### src/rtl/sub32_pipe_if.sv
// rtl/sub32_pipe_if.sv - operand/result handshake bundle for sub32_pipe
// borrow exists only when SUB32_PIPE_BORROW_EN is defined.
interface sub32_pipe_if #(
  parameter int WIDTH = 32
);
  logic             in_valid;
  logic             in_ready;
  logic [WIDTH-1:0] c;
  logic [WIDTH-1:0] b;
  logic             out_valid;
  logic             out_ready;
  logic [WIDTH-1:0] a;
`ifdef SUB32_PIPE_BORROW_EN
  logic             borrow;
`endif

  modport master (
    output in_valid, c, b, out_ready,
`ifdef SUB32_PIPE_BORROW_EN
    input  borrow,
`endif
    input  in_ready, out_valid, a
  );

  modport slave (
    input  in_valid, c, b, out_ready,
`ifdef SUB32_PIPE_BORROW_EN
    output borrow,
`endif
    output in_ready, out_valid, a
  );
endinterface

### src/rtl/sub32_pipe.sv
// rtl/sub32_pipe.sv - two-stage valid/ready pipeline recovering a = c - b
// Optional registered borrow output under SUB32_PIPE_BORROW_EN.
module sub32_pipe #(
  parameter int WIDTH = 32
) (
  input logic          clk,
  input logic          rst_n,
  sub32_pipe_if.slave  bus
);
  logic             p0_valid;
  logic [WIDTH-1:0] p0_c;
  logic [WIDTH-1:0] p0_b;
  logic             p1_valid;
  logic [WIDTH-1:0] p1_a;
  logic [WIDTH-1:0] diff;
  logic             p1_load;
  logic             in_xfer;

  // p1 can take new data whenever it is empty or its content leaves this cycle
  assign p1_load      = !p1_valid || bus.out_ready;
  assign bus.in_ready = !p0_valid || p1_load;
  assign in_xfer      = bus.in_valid && bus.in_ready;

`ifdef SUB32_PIPE_BORROW_EN
  logic p1_borrow;
  logic diff_borrow;
  assign {diff_borrow, diff} = {1'b0, p0_c} - {1'b0, p0_b};
  assign bus.borrow          = p1_borrow;
`else
  assign diff = p0_c - p0_b;
`endif

  assign bus.a         = p1_a;
  assign bus.out_valid = p1_valid;

  always_ff @(posedge clk or negedge rst_n) begin
    if (!rst_n) begin
      p0_valid <= 1'b0;
      p0_c     <= '0;
      p0_b     <= '0;
    end else if (in_xfer) begin
      p0_valid <= 1'b1;
      p0_c     <= bus.c;
      p0_b     <= bus.b;
    end else if (p1_load) begin
      p0_valid <= 1'b0;
    end
  end

  // Data only moves with a valid token so an emptied stage keeps its old value
  always_ff @(posedge clk or negedge rst_n) begin
    if (!rst_n) begin
      p1_valid <= 1'b0;
      p1_a     <= '0;
    end else if (p1_load) begin
      p1_valid <= p0_valid;
      if (p0_valid) begin
        p1_a <= diff;
      end
    end
  end

`ifdef SUB32_PIPE_BORROW_EN
  always_ff @(posedge clk or negedge rst_n) begin
    if (!rst_n) begin
      p1_borrow <= 1'b0;
    end else if (p1_load && p0_valid) begin
      p1_borrow <= diff_borrow;
    end
  end
`endif
endmodule

### src/flat_wrapper.sv
// flat-port wrapper written by rule: the top's interface ports become plain ports
module sub32_pipe_flat 
#(
  parameter int WIDTH = 32
)
  (clk, rst_n, bus_in_valid, bus_c, bus_b, bus_out_ready, bus_in_ready, bus_out_valid, bus_a);
  sub32_pipe_if #(.WIDTH(WIDTH)) bus_i ();
  input logic clk;
  input logic rst_n;
  input wire logic [$bits(bus_i.in_valid)-1:0] bus_in_valid;
  input wire logic [$bits(bus_i.c)-1:0] bus_c;
  input wire logic [$bits(bus_i.b)-1:0] bus_b;
  input wire logic [$bits(bus_i.out_ready)-1:0] bus_out_ready;
  output wire logic [$bits(bus_i.in_ready)-1:0] bus_in_ready;
  output wire logic [$bits(bus_i.out_valid)-1:0] bus_out_valid;
  output wire logic [$bits(bus_i.a)-1:0] bus_a;
  assign bus_i.in_valid = bus_in_valid;
  assign bus_i.c = bus_c;
  assign bus_i.b = bus_b;
  assign bus_i.out_ready = bus_out_ready;
  assign bus_in_ready = bus_i.in_ready;
  assign bus_out_valid = bus_i.out_valid;
  assign bus_a = bus_i.a;
  sub32_pipe #(.WIDTH(WIDTH)) u_core (.clk(clk), .rst_n(rst_n), .bus(bus_i));
endmodule
### config.mk
export PLATFORM = sky130hd
export DESIGN_NAME = sub32_pipe_flat
export DESIGN_NICKNAME = d
export VERILOG_FILES = /design/src/rtl/sub32_pipe_if.sv /design/src/rtl/sub32_pipe.sv /design/src/flat_wrapper.sv
export SDC_FILE = /design/constraint.sdc
export NUM_CORES = 1
export LEC_CHECK = 0
export CAP_MARGIN = 20
export CORE_UTILIZATION = 35
export DETAILED_ROUTE_END_ITERATION = 8
export PLACE_DENSITY = 0.59
export SLEW_MARGIN = 30
export SYNTH_ARGS = -nofsm -noshare
export SYNTH_HDL_FRONTEND = slang
export SYNTH_SLANG_ARGS = --single-unit
### constraint.sdc
create_clock -name clk -period 6.48 [get_ports clk]
set_input_delay 1.296 -clock clk [delete_from_list [all_inputs] [get_ports clk]]
set_output_delay 1.296 -clock clk [all_outputs]
set_load 0.05 [all_outputs]
Word-level counts from Yosys, hierarchy flattened
Cells that the tools add are included.
{ "word_totals": {"regBits": 98, "inputBits": 68, "out_inout_bits": 34, "elab_cells": 15} }
{ "classes": {"add_sub_neg": 1, "n_mux": 2, "n_reduce_logical": 7} }
{ "ops": {"columns": ["op", "count"], "rows": [
  ["$sub A32 B32 Y32", 1],
  ["$logic_not A1 Y1", 2],
  ["$logic_or A1 B1 Y1", 2],
  ["$mux W1", 2],
  ["$reduce_and A2 Y1", 1],
  ["$reduce_bool A2 Y1", 1],
  ["$logic_and A1 B1 Y1", 1]
]} }

Longest topological paths before layout
{ "depth": {"word_depth": 5, "depth_mapped": 10, "mapped_depth_nobuf": 10} }

Worst setup path before layout
OpenSTA, ideal clock, no wires.
{ "synth_path": {"kind": "input to register", "startpoint": "input port bus_out_ready", "endpoint": "register u_core.p0_b[30]", "setup_time_ns": 0.125, "arrival_ns": 2.971, "t_required_ns": 6.355, "path_slack_ns": 3.385, "cell_stages": 4, "n_path_buf": 1, "path_cell_list": "nand3b_1 > nand2_1 > clkbuf_1 > mux2_2"} }
{ "synth_via": {"elab_chain_len": 3} }
{ "synth_lines": {"columns": ["element", "line", "source"], "rows": [
  ["start: declaration", "flat_wrapper.sv:13", "input wire logic [$bits(bus_i.out_ready)-1:0] bus_out_ready;"],
  ["$logic_or A1 B1 Y1", "sub32_pipe.sv:20", "assign p1_load = !p1_valid || bus.out_ready;"],
  ["$logic_or A1 B1 Y1", "sub32_pipe.sv:21", "assign bus.in_ready = !p0_valid || p1_load;"],
  ["$logic_and A1 B1 Y1", "sub32_pipe.sv:22", "assign in_xfer = bus.in_valid && bus.in_ready;"],
  ["end signal: assignment", "sub32_pipe.sv:44", "p0_b <= bus.b;"],
  ["end: declaration", "sub32_pipe.sv:12", "logic [WIDTH-1:0] p0_b;"]
]} }
Every way passes these cells.
A chain may end at the register's enable or synchronous reset.

Worst setup path after layout
{ "layout_path": {"startpoint": "input port bus_out_ready", "endpoint": "output port bus_in_ready"} }
{ "layout_via": {"elab_chain_len": 2} }
{ "layout_lines": {"columns": ["element", "line", "source"], "rows": [
  ["$logic_or A1 B1 Y1", "sub32_pipe.sv:20", null],
  ["$logic_or A1 B1 Y1", "sub32_pipe.sv:21", null],
  ["end: declaration", "flat_wrapper.sv:14", "output wire logic [$bits(bus_i.in_ready)-1:0] bus_in_ready;"]
]} }
Every way passes these cells.

==> out/qor.txt <==
R2R depth: 9
clock skew: 0.0101 ns
initial drt markers: 231
largest area contributor in the netlist: dfrtp_1
Horiz. Die Dim: 127 um
Fillers: 1453
Worst setup SP type: input port
R2R setup slack: 3.67 ns
Synth cell types: 54
Tmin final: 4.05 ns
die height: 127 um
Largest stage delay, worst path: 0.82 ns
CTS tree: built
Skew-Pair Late Insertion Delay: 0.35 ns
total negative setup slack: 0 ns
initial antenna violation count: 0
worst slew pin tran: 0.903 ns
CP Max Fanout: 3
sequential area share after synthesis: 0.449
overall power: 2.73 mW
Most common cell on crit path: clkdlybuf4s50_1
Die ar.: 16100 um2
clock-pin slew on the worst setup and hold paths: 0.06 ns
LEAKAGE: 3.01 nW
asr flop ratio synth: 1.00
Layout area overhead: 27.5%
nature of the critical path endpoint: output port
RSZ-0062 raised after global routing: false
vias per std cell: 5.10
gr ovfl total: 0
first-pass GRT wire length: 20800 um
Synthesis Warnings: 0
Max VDD drop: 0.193 mV
H-tree Lvls: 3
HP Class: reg -> reg
final period utilization: 0.625
Power Dens Cells: 392 nW/um2
diode count: 0
IO buf count: 101
GP Congestion: 0.852
Post-synth EDFFs: 0
R2R Path Start: u_core.p0_b[0]$_DFFE_PN0P_
CP Cell Sequence: clkdlybuf4s50_1, nand3b_1, clkdlybuf4s50_1
Max Slew Vio Count: 0
post-cts hold buffer count: 0
routed len/inst: 15.2 um
layout cells sized above 1: 0.101
worst endpoint required time: 5.18 ns
ys flop type: dfrtp_1
final net count: 721
Crit path arrival time: 2.75 ns
Setup crit start: bus_out_ready
GRT Util Overall: 0.164
pre-CTS setup slack: 2.44 ns
Initial Util: 0.359
drt drc: 0
Max-Cap Viols: 0
hold_sp: u_core.p0_b[20]$_DFFE_PN0P_
share of the synthesized area in the top cell type: 0.449
final hold viol count: 0
pin count of the biggest net entering global routing: 65
Syn Nets: 623
core area: 15200 um2
Worst Setup Path Type: in -> out
setup repair bufs after CTS: 0
Pre-Repair DR Iteration Count: 4
Final Setup Violations: 0
CTS Sinks: 98
Vias: 4150
Post-Syn Area: 5460 um2
vias in the first global route: 4162
CP endpoint: bus_in_ready
post-cts resize count: 0
fmax: 0.247 GHz
outcome: finished, final reports clean
largest cells by area after synthesis: dfrtp_1 45%, ha_1 7.1%, mux2_2 6.8%
Syn Inst Count: 523
DP HPWL: 9290 um
site row count: 45
FF-to-FF End: u_core.bus.a[26]$_DFFE_PN0P_
Max Root-Sink Buffers: 2
# IOs: 102
Root Buffer: clkbuf_16
TritonCTS buffer count: 9
Crit-path slowest cell: clkdlybuf4s50_1
Avg Synthesized Cell Area: 10.4 um2
Post-Route WL: 12400 um
Rel. slew slack: 0.397
Seq cells post-synth: 98
PnR worst setup slack: 2.43 ns
Routed Antenna Nets: 0
## registers in the layout, summed over array words and instances (netlist names)
register and flops:
u_core.bus.a 32, u_core.bus.out_valid 1, u_core.p0_b 32, u_core.p0_valid 1
u_core.p0_c 32
## power by group
part	internal [mW]	switching, mW
combinational	0.508	0.814
clock	0.300	0.235
sequential	0.766	0.104
total	1.57	1.15
## area by class of cell
| type | instances | area, um2 | area share |
|---|---|---|---|
| inverters | 34 | 128 | 0.0183 |
| repair buffers | 104 | 1030 | 0.148 |
| clock buffers | 10 | 229 | 0.0329 |
| flip-flops and latches | 98 | 2450 | 0.352 |
| multi-input cells | 374 | 2820 | 0.405 |
| clock inverters | 6 | 67.6 | 0.00971 |
| well taps | 188 | 235 | 0.0338 |
## synth_stat cells (11+ instances only)
cell and n:
nor2_1 14, a21oi_1 33, ha_1 31, inv_1 34, o21a_1 13, dfrtp_1 98, clkbuf_1 17, mux2_2 33
mux2_1 32, nand2_1 49, xor2_1 11, o21ai_0 21, o21ai_1 20
## through the flow
step / cells / utilization / hold slack (ns) / instance area, um2
floorplan: 523 / - / 0.464 / 5460
global placement: 798 / 0.438 / 0.469 / 6660
detailed placement: 798 / 0.438 / 0.478 / 6660
CTS: 814 / 0.458 / 0.498 / 6960
global route: 814 / 0.458 / 0.517 / 6960
finish: 814 / 0.458 / 0.492 / 6960
## critical path, delay by kind of cell
kind                   cells  cell delay [ns]
buffers and inverters      2             1.29
and+or+nand+nor            1             0.16
## worst min-delay path by stage
stage	to	slack, ns	cells past startpoint
2_1_floorplan	u_core.p0_b[20]$_DFFE_PN0P_	0.46	1
5_1_grt	u_core.bus.a[4]$_DFFE_PN0P_	0.52	2
6_report	u_core.p0_b[20]$_DFFE_PN0P_	0.49	1
4_1_cts	u_core.bus.a[2]$_DFFE_PN0P_	0.50	2
3_5_place_dp	u_core.bus.a[2]$_DFFE_PN0P_	0.48	2
3_3_place_gp	u_core.bus.a[14]$_DFFE_PN0P_	0.47	2
## cells by family after synthesis
| group | count (synthesis) | synth area share |
|---|---|---|
| xor gates and xnor gates | 20 | 0.0321 |
| muxes | 69 | 0.141 |
| buffers and inverters | 51 | 0.0351 |
| DFF | 98 | 0.449 |
| adders and majority gates | 32 | 0.0747 |
| and+or+nand+nor | 114 | 0.100 |
| AOI/OAI and AO/OA | 139 | 0.167 |
## placed cells by master (no fill, tap or decap), types with 6 or more instances in the layout
| cell type | netlist | layout |
|---|---|---|
| clkdlybuf4s50_1 | 0 | 100 |
| dfrtp_1 | 98 | 98 |
| nand2_1 | 49 | 48 |
| inv_1 | 34 | 34 |
| a21oi_1 | 33 | 33 |
| mux2_2 | 33 | 33 |
| mux2_1 | 32 | 32 |
| ha_1 | 31 | 31 |
| o21ai_0 | 21 | 21 |
| o21ai_1 | 20 | 20 |
| nor2_1 | 14 | 14 |
| o21a_1 | 13 | 13 |
| xor2_1 | 11 | 11 |
| xnor2_1 | 9 | 9 |
| clkbuf_16 | 0 | 9 |
| nand2b_1 | 8 | 8 |
| a21o_1 | 8 | 8 |
| nor3_1 | 7 | 7 |
| nand3_1 | 6 | 6 |
## per-layer routing
| metal | vias to the layer above | GRT usage | share of wire |
|---|---|---|---|
| met1 | 1979 | 0.224 | 0.49 |
| met5 | - | 0 | 0 |
| met4 | 0 | 0.0609 | 0.017 |
| li1 | 2064 | - | - |
| met2 | 93 | 0.252 | 0.44 |
| met3 | 14 | 0.0405 | 0.047 |
Note: power is estimated with default switching activity, not from simulation.
